### src/rtl/sdp_nrdma_operand_join_if.sv
// sdp_nrdma_operand_join_if: ALU/MUL operand input streams and joined output stream
interface sdp_nrdma_operand_join_if #(parameter int DW = 256);
  logic          alu_in_valid;
  logic          alu_in_ready;
  logic [DW:0]   alu_in_pd;
  logic          mul_in_valid;
  logic          mul_in_ready;
  logic [DW:0]   mul_in_pd;
  logic          out_valid;
  logic          out_ready;
  logic [DW-1:0] out_alu_data;
  logic [DW-1:0] out_mul_data;
  logic          out_last;
  modport master (
    output alu_in_valid, alu_in_pd, mul_in_valid, mul_in_pd, out_ready,
    input  alu_in_ready, mul_in_ready, out_valid, out_alu_data, out_mul_data, out_last
  );
  modport slave (
    input  alu_in_valid, alu_in_pd, mul_in_valid, mul_in_pd, out_ready,
    output alu_in_ready, mul_in_ready, out_valid, out_alu_data, out_mul_data, out_last
  );
endinterface

### src/rtl/sdp_nrdma_operand_join.sv
// sdp_nrdma_operand_join: joins N-RDMA ALU/MUL operand streams into one beat-aligned BN operand stream
module sdp_nrdma_operand_join #(parameter int DW = 256) (
  input  logic                     nvdla_core_clk,
  input  logic                     nvdla_core_rstn,
  input  logic                     op_load,
  input  logic [1:0]               reg2dp_data_use,
  sdp_nrdma_operand_join_if.slave  io,
  output logic                     layer_done,
  output logic                     last_mismatch_err,
  output logic [31:0]              beat_count
);
  typedef enum logic [1:0] {IDLE, RUN, DRAIN} state_t;
  state_t        state;
  logic [1:0]    mode;
  logic          use_alu, use_mul, run, space, pop, join_ok, alu_last, mul_last, join_last;
  logic          out_valid, out_last;
  logic [DW-1:0] alu_data, mul_data;
  assign use_alu   = mode != 2'd0;
  assign use_mul   = mode != 2'd1;
  assign run       = state == RUN;
  assign space     = !out_valid | io.out_ready;
  assign pop       = out_valid & io.out_ready;
  assign alu_last  = io.alu_in_pd[DW];
  assign mul_last  = io.mul_in_pd[DW];
  assign join_ok   = run & (io.alu_in_valid | !use_alu) & (io.mul_in_valid | !use_mul) & space;
  assign join_last = (use_alu & use_mul) ? (alu_last | mul_last) : use_alu ? alu_last : mul_last;
  assign io.alu_in_ready = run & use_alu & (io.mul_in_valid | !use_mul) & space;
  assign io.mul_in_ready = run & use_mul & (io.alu_in_valid | !use_alu) & space;
  assign io.out_valid    = out_valid;
  assign io.out_alu_data = alu_data;
  assign io.out_mul_data = mul_data;
  assign io.out_last     = out_last;
  // layer FSM with the output register, status flags and beat counter
  always_ff @(posedge nvdla_core_clk or negedge nvdla_core_rstn)
    if (!nvdla_core_rstn) begin
      state             <= IDLE;
      mode              <= 2'd2;
      out_valid         <= 1'b0;
      out_last          <= 1'b0;
      alu_data          <= '0;
      mul_data          <= '0;
      layer_done        <= 1'b0;
      last_mismatch_err <= 1'b0;
      beat_count        <= '0;
    end else begin
      layer_done <= 1'b0;
      if (join_ok) begin
        out_valid <= 1'b1;
        out_last  <= join_last;
        alu_data  <= use_alu ? io.alu_in_pd[DW-1:0] : '0;
        mul_data  <= use_mul ? io.mul_in_pd[DW-1:0] : '0;
      end else if (pop)
        out_valid <= 1'b0;
      if (pop)
        beat_count <= beat_count + 32'd1;
      if (join_ok & use_alu & use_mul & (alu_last != mul_last))
        last_mismatch_err <= 1'b1;
      case (state)
        IDLE: if (op_load) begin
          state             <= RUN;
          mode              <= reg2dp_data_use;
          beat_count        <= '0;
          last_mismatch_err <= 1'b0;
        end
        RUN: if (join_ok & join_last) state <= DRAIN;
        DRAIN: if (space) begin
          state      <= IDLE;
          layer_done <= 1'b1;
        end
        default: state <= IDLE;
      endcase
    end
endmodule

### src/flat_wrapper.sv
// flat-port wrapper written by rule: the top's interface ports become plain ports
module sdp_nrdma_operand_join_flat 
#(parameter int DW = 256)
  (nvdla_core_clk, nvdla_core_rstn, op_load, reg2dp_data_use, layer_done, last_mismatch_err, beat_count, io_alu_in_valid, io_alu_in_pd, io_mul_in_valid, io_mul_in_pd, io_out_ready, io_alu_in_ready, io_mul_in_ready, io_out_valid, io_out_alu_data, io_out_mul_data, io_out_last);
  sdp_nrdma_operand_join_if #(.DW(DW)) io_i ();
  input  logic nvdla_core_clk;
  input  logic nvdla_core_rstn;
  input  logic op_load;
  input  logic [1:0] reg2dp_data_use;
  output logic layer_done;
  output logic last_mismatch_err;
  output logic [31:0] beat_count;
  input wire logic [$bits(io_i.alu_in_valid)-1:0] io_alu_in_valid;
  input wire logic [$bits(io_i.alu_in_pd)-1:0] io_alu_in_pd;
  input wire logic [$bits(io_i.mul_in_valid)-1:0] io_mul_in_valid;
  input wire logic [$bits(io_i.mul_in_pd)-1:0] io_mul_in_pd;
  input wire logic [$bits(io_i.out_ready)-1:0] io_out_ready;
  output wire logic [$bits(io_i.alu_in_ready)-1:0] io_alu_in_ready;
  output wire logic [$bits(io_i.mul_in_ready)-1:0] io_mul_in_ready;
  output wire logic [$bits(io_i.out_valid)-1:0] io_out_valid;
  output wire logic [$bits(io_i.out_alu_data)-1:0] io_out_alu_data;
  output wire logic [$bits(io_i.out_mul_data)-1:0] io_out_mul_data;
  output wire logic [$bits(io_i.out_last)-1:0] io_out_last;
  assign io_i.alu_in_valid = io_alu_in_valid;
  assign io_i.alu_in_pd = io_alu_in_pd;
  assign io_i.mul_in_valid = io_mul_in_valid;
  assign io_i.mul_in_pd = io_mul_in_pd;
  assign io_i.out_ready = io_out_ready;
  assign io_alu_in_ready = io_i.alu_in_ready;
  assign io_mul_in_ready = io_i.mul_in_ready;
  assign io_out_valid = io_i.out_valid;
  assign io_out_alu_data = io_i.out_alu_data;
  assign io_out_mul_data = io_i.out_mul_data;
  assign io_out_last = io_i.out_last;
  sdp_nrdma_operand_join #(.DW(DW)) u_core (.nvdla_core_clk(nvdla_core_clk), .nvdla_core_rstn(nvdla_core_rstn), .op_load(op_load), .reg2dp_data_use(reg2dp_data_use), .io(io_i), .layer_done(layer_done), .last_mismatch_err(last_mismatch_err), .beat_count(beat_count));
endmodule
### config.mk
export PLATFORM = sky130hd
export DESIGN_NAME = sdp_nrdma_operand_join_flat
export DESIGN_NICKNAME = d
export VERILOG_FILES = /design/src/rtl/sdp_nrdma_operand_join_if.sv /design/src/rtl/sdp_nrdma_operand_join.sv /design/src/flat_wrapper.sv
export SDC_FILE = /design/constraint.sdc
export NUM_CORES = 1
export LEC_CHECK = 0
export ABC_CLOCK_PERIOD_IN_PS = 2700
export CORE_AREA = 2 2 412 414
export CTS_CLUSTER_DIAMETER = 30
export CTS_CLUSTER_SIZE = 12
export DETAILED_ROUTE_END_ITERATION = 12
export DIE_AREA = 0 0 414 416
export SYNTH_ARGS = -nofsm -noshare
export SYNTH_HDL_FRONTEND = slang
export SYNTH_SLANG_ARGS = --single-unit
### constraint.sdc
create_clock -name nvdla_core_clk -period 2.7 [get_ports nvdla_core_clk]
set_clock_uncertainty 0.05 [all_clocks]
set_input_delay 0.405 -clock nvdla_core_clk [delete_from_list [all_inputs] [get_ports nvdla_core_clk]]
set_output_delay 0.405 -clock nvdla_core_clk [all_outputs]
set_load 0.02 [all_outputs]
* Word-level counts from Yosys, hierarchy flattened *
Index checks and enable logic that the tools add are counted.

word-level totals
  register bits = 552
  input bits = 522
  logic and storage cells = 62

cells by class
  add/subtract/negate cells = 1
  equal/unequal tests = 7
  mux-type cells = 18
  bitwise operators = 19
  reductions and logical operators = 8

operators by type and width
  operator               count
  $mux 256               2
  $mux 32                3
  $add 32x1->32 const B  1
  $and 1x1->1            15
  $mux 1                 9
  $mux 2                 3
  $pmux 2 s3             1
  $ne 2x1->1 const B     2
  $ne 2x2->1 const B     2
  $or 1x1->1             4
  $reduce_bool 2->1      2
  $logic_not 1->1        3
  $reduce_and 3->1       1
  $eq 2x1->1 const B     1
  $eq 2x2->1 const B     1
  $logic_not 2->1        1
  $reduce_and 2->1       1
  $ne 1x1->1             1

* Depth between registers and ports, before layout *
Gate-level depths: netlist (run 1).

  word-level depth = 12
  mapped depth = 9
  depth with buffers taken out = 5

* Worst setup path after synthesis (run 1) *
Ideal clock, no wire load.

  path kind = reg2reg
  start point = register u_core.mode[1]
  end point = register u_core.mul_data[0], in the netlist u_core.io.out_mul_data[0]
  library setup time = 0.066 ns
  arrival = 2.262 ns
  data required time = 2.584 ns
  slack = 0.322 ns
  cell stages (with the launch flop) = 10
  path buffers = 5
  clock period less this slack = 2.378 ns
  cells stage by stage = dfstp_2 > buf_2 > or2_2 > clkbuf_1 > a211oi_1 > and2_1 > clkbuf_1 > buf_2 > buf_4 > a22o_1

on the way
  cells in the longest elaborated chain, start to end = 6
  elaborated cells between the ends (all ways) = 10

ends and longest elaborated chain
  item                      RTL line                      text
  from (decl)               sdp_nrdma_operand_join.sv:14  logic [1:0] mode;
  from (signal assigned)    sdp_nrdma_operand_join.sv:61  mode <= reg2dp_data_use;
  $reduce_bool 2->1         sdp_nrdma_operand_join.sv:18  assign use_alu = mode != 2'd0;
  $logic_not 1->1           sdp_nrdma_operand_join.sv:25  assign join_ok = run & (io.alu_in_valid | !use_alu) & (io.mul_in_valid | !use_mul) & space;
  $or 1x1->1                sdp_nrdma_operand_join.sv:25
  $and 1x1->1 (3 in a row)  sdp_nrdma_operand_join.sv:25
  to (signal assigned)      sdp_nrdma_operand_join.sv:51  mul_data <= use_mul ? io.mul_in_pd[DW-1:0] : '0;
  to (decl)                 sdp_nrdma_operand_join.sv:17  logic [DW-1:0] alu_data, mul_data;

Parallel ways exist; a longest one is shown, timed or not.
A chain may end at the register's enable or synchronous reset.

* Worst setup path in the final report (run 1) *
  start point = register u_core.mode[0]
  end point = output port io_mul_in_ready

on the way
  cells in the longest elaborated chain, start to end = 5
  elaborated cells between the ends (all ways) = 7

ends and longest elaborated chain
  item                        RTL line                      text
  $reduce_bool 2->1           sdp_nrdma_operand_join.sv:18
  $logic_not 1->1             sdp_nrdma_operand_join.sv:28  assign io.mul_in_ready = run & use_mul & (io.alu_in_valid | !use_alu) & space;
  $or 1x1->1                  sdp_nrdma_operand_join.sv:28
  $and 1x1->1 * (2 in a row)  sdp_nrdma_operand_join.sv:28
  to (decl)                   flat_wrapper.sv:19            output wire logic [$bits(io_i.mul_in_ready)-1:0] io_mul_in_ready;

Mark *: on every way between the ends. The rest lies on a longest branch, timed or not.

==> results of run 1 <==
[power groups by stage]
stage | registers, uW | logic (uW) | clock network (uW)
2_1_floorplan | 18000 | 7200 | 0
5_1_grt | 14700 | 25300 | 19600
4_1_cts | 14300 | 24600 | 19100
3_5_place_dp | 14400 | 24400 | 0
6_report | 14400 | 24100 | 18700
3_3_place_gp | 14300 | 24200 | 0
[cell type report]
class,count,area [um2],share of cell area
Sequential cell,552,13800,0.332
Clock buffer,197,4280,0.103
Antenna cell,4,10.0,0.000241
Timing Repair Buffer,1163,11800,0.283
Multi-Input combinational cell,943,6840,0.164
Tap cell,2218,2780,0.0667
Clock inverter,79,1120,0.0268
Inverter,266,998,0.0240
[routing by layer]
layer  wire length [um]  global-route usage  up-vias
met2              59600               0.230      837
met3              10800              0.0567      208
li1                   -                   -     8839
met4               4220              0.0539       40
met5                246                   0        -
met1              47500               0.157     9765
[repair_timing]
action,in CTS,in global routing
hold buffers,1,0
gates resized for setup,6,0
setup endpoints to repair,3,0
hold endpoints to repair,393,0
[cells by family after synthesis]
family / Yosys count
adder cells (fa/ha/maj): 2
AO/OA/AOI/OAI: 307
buffers and inverters: 392
XOR/XNOR: 7
AND/OR/NAND/NOR: 366
flip-flops: 552
multiplexers: 261
[cell usage after synthesis, drive strengths merged (3+ instances only)]
library cell and number:
o21ai 11, nor4 3, xnor2 5, nor2 10, o31ai 10, a22o 256, nand3 11, a21oi 22
nor3 8, or2 4, inv 266, and2 4, or3 12, mux2i 260, buf 61, nand4 9
and3 4, nand2 283, clkbuf 65, dfrtp 551, or4 12
[flip-flops by register name, indices dropped and copies added, names as in the netlist]
signal and cells:
u_core.layer_done 1, u_core.io.out_mul_data 256, u_core.io.out_valid 1, u_core.beat_count 32, u_core.mode 2, u_core.io.out_alu_data 256, u_core.state 2, u_core.last_mismatch_err 1
u_core.io.out_last 1
[metrics by stage]
stage	util	power [uW]	worst slack, ns	hold WS, ns
after floorplan	-	25200	0.322	0.0594
after global placement	0.215	38600	0.0228	0.265
after CTS	0.247	58000	0.00751	0.0346
after detailed placement	0.215	38800	0.0168	0.269
final	0.247	57200	0.0913	0.117
after global routing	0.247	59700	0.00545	0.0838
[worst max path at each step]
| stage | depth (start not counted) | startpoint | to | slack (ns) |
|---|---|---|---|---|
| after floorplan | 9 | u_core.mode[1] | u_core.io.out_mul_data[0] | 0.32 |
| after global placement | 5 | io_out_ready | u_core.beat_count[24] | 0.02 |
| after detailed placement | 5 | io_out_ready | u_core.beat_count[26] | 0.02 |
| after CTS | 3 | u_core.mode[0] | io_mul_in_ready | 0.008 |
| after global routing | 3 | u_core.mode[0] | io_mul_in_ready | 0.005 |
| final | 3 | u_core.mode[0] | io_mul_in_ready | 0.09 |
==> metrics, run 1 <==
Synth top area share 0.620; EDFF count, synth 0; post-synthesis mux area share 0.117; critical path cell sequence or2_4 -> a211oi_2 -> clkdlybuf4s15_2; first-pass GRT wire length about 170000 um; Synth Instances around 1900; compound-gate portion of the synthesized area 0.114; synth warn 0; worst slew pin tran 0.763 ns; top_reg_cell synth dfrtp_1; Leak roughly 0.018 uW; IO Pins between 1000 and 1500; Crit Path Max Fanout 6; commonest cells after routing, fill and taps aside 1067 x clkdlybuf4s50_1, 551 x dfrtp_1, 283 x nand2_1; Mean Syn Cell Area ~12 um2; Detail Route Antenna Nets 0; Clock Sink Count around 550; Setup crit start kind register; Slowest Stage Delay on Critical Path about 0.44 ns; Switching Share 0.378; R2R Setup Slk 0.30 ns; net switching power 21600 uW; I/O Buffers 1071; Die Wd between 400 and 500 um; DRT Pass-1 Iters 5; placed cells a little over 5000; FF-to-FF Start u_core.beat_count[0]; Top delay family on crit path flip-flops; reg2reg path depth 5; post-synthesis sequential area ratio 0.621; Die ar. roughly 0.17 mm2; fin crit share 0.966; final std cells w/o fill between 5000 and 6000; Post-Synth XOR/XNOR Area 0.00276; Placed Area 0.0362 mm2; initial antenna violation count 28; largest family of logic cells by synthesized area multiplexers; status finished clean; Root Driver clkbuf_16; number of max-cap violations 0; drt wl/cell around 23 um; vias in the first global route just over 20000; post-synthesis simple-gate area fraction 0.0703; cell taking the most area after synthesis dfrtp_1; vias per inst between 3 and 4; pin count of the biggest net entering global routing roughly 120; most common cell after layout, fill and taps aside clkdlybuf4s50_1; share of post-route cells with drive strength above 1 0.113; clk_lat worst skew 0.77 ns; clock power share 0.328; final wirelength 122000 um; setup TNS 0 ns; die outline height about 420 um; worst-case vdd ir drop 763 uV; internal cell power approximately 36000 uW; worst min-delay path class in2async; Core ar. between 0.15 and 0.2 mm2; clk slew on worst S/H paths about 0.050 ns; post-synth cell types 39; RSZ-0062 raised after global routing no; pwr/cell area around 1400 mW/mm2; synthesis-stage register bit count approximately 550; Rel. slew slack 0.492; final-layout fill cell count 17700; clk buf depth 3; Crit Path Category reg2out; drt initial violations approximately 1100; ranking of synthesized cells by area dfrtp_1 62%, mux2i_1 12%, a22o_1 10%; r2r endpoint u_core.beat_count[26]; TritonCTS clock tree built; Adder-Cell Fraction of Synth Area 0.00112; CTS Buf Count ~150; Post-Syn Nets approximately 2400; Remaining DRCs 0; nets 3604; Post-Syn Area around 0.022 mm2; Buf/Inv on CP 1; HPWL after DPL between 90000 and 100000 um; Total GRT Usage 0.138; Hold Vio Cnt, Final 0; final slew viol count 0; worst-path cell with the longest stage delay dfrtp_1; sequential power share 0.251; # setup viols final 0; routability cong. around 0.9; combinational power share 0.421; Placement Rows between 150 and 200; WP data arrival between 2 and 2.5 ns; Setup Buffers After CTS 0; CP Capture Type output port; H-tree depth 4; ys async rst share 1.00; min Tclk post-route 2.61 ns; fin area between 0.04 and 0.05 mm2; fmax roughly 380 MHz; Worst EP required 2.25 ns; initial core utilization 0.132; P&R area growth vs syn 87.0%; DR vias 19700; GR Overflow Total 0
(Power assumes the default switching activity.)
==> inputs of run 2 (changes only) <==
--- a/config.mk
+++ b/config.mk
@@ -5,7 +5,6 @@
 export SDC_FILE = /design/constraint.sdc
 export NUM_CORES = 1
 export LEC_CHECK = 0
-export ABC_CLOCK_PERIOD_IN_PS = 2700
 export CORE_AREA = 2 2 412 414
 export CTS_CLUSTER_DIAMETER = 30
 export CTS_CLUSTER_SIZE = 12
==> results of run 2 <==
Same layout as run 1: the final DEF is identical, and so are final timing and power.
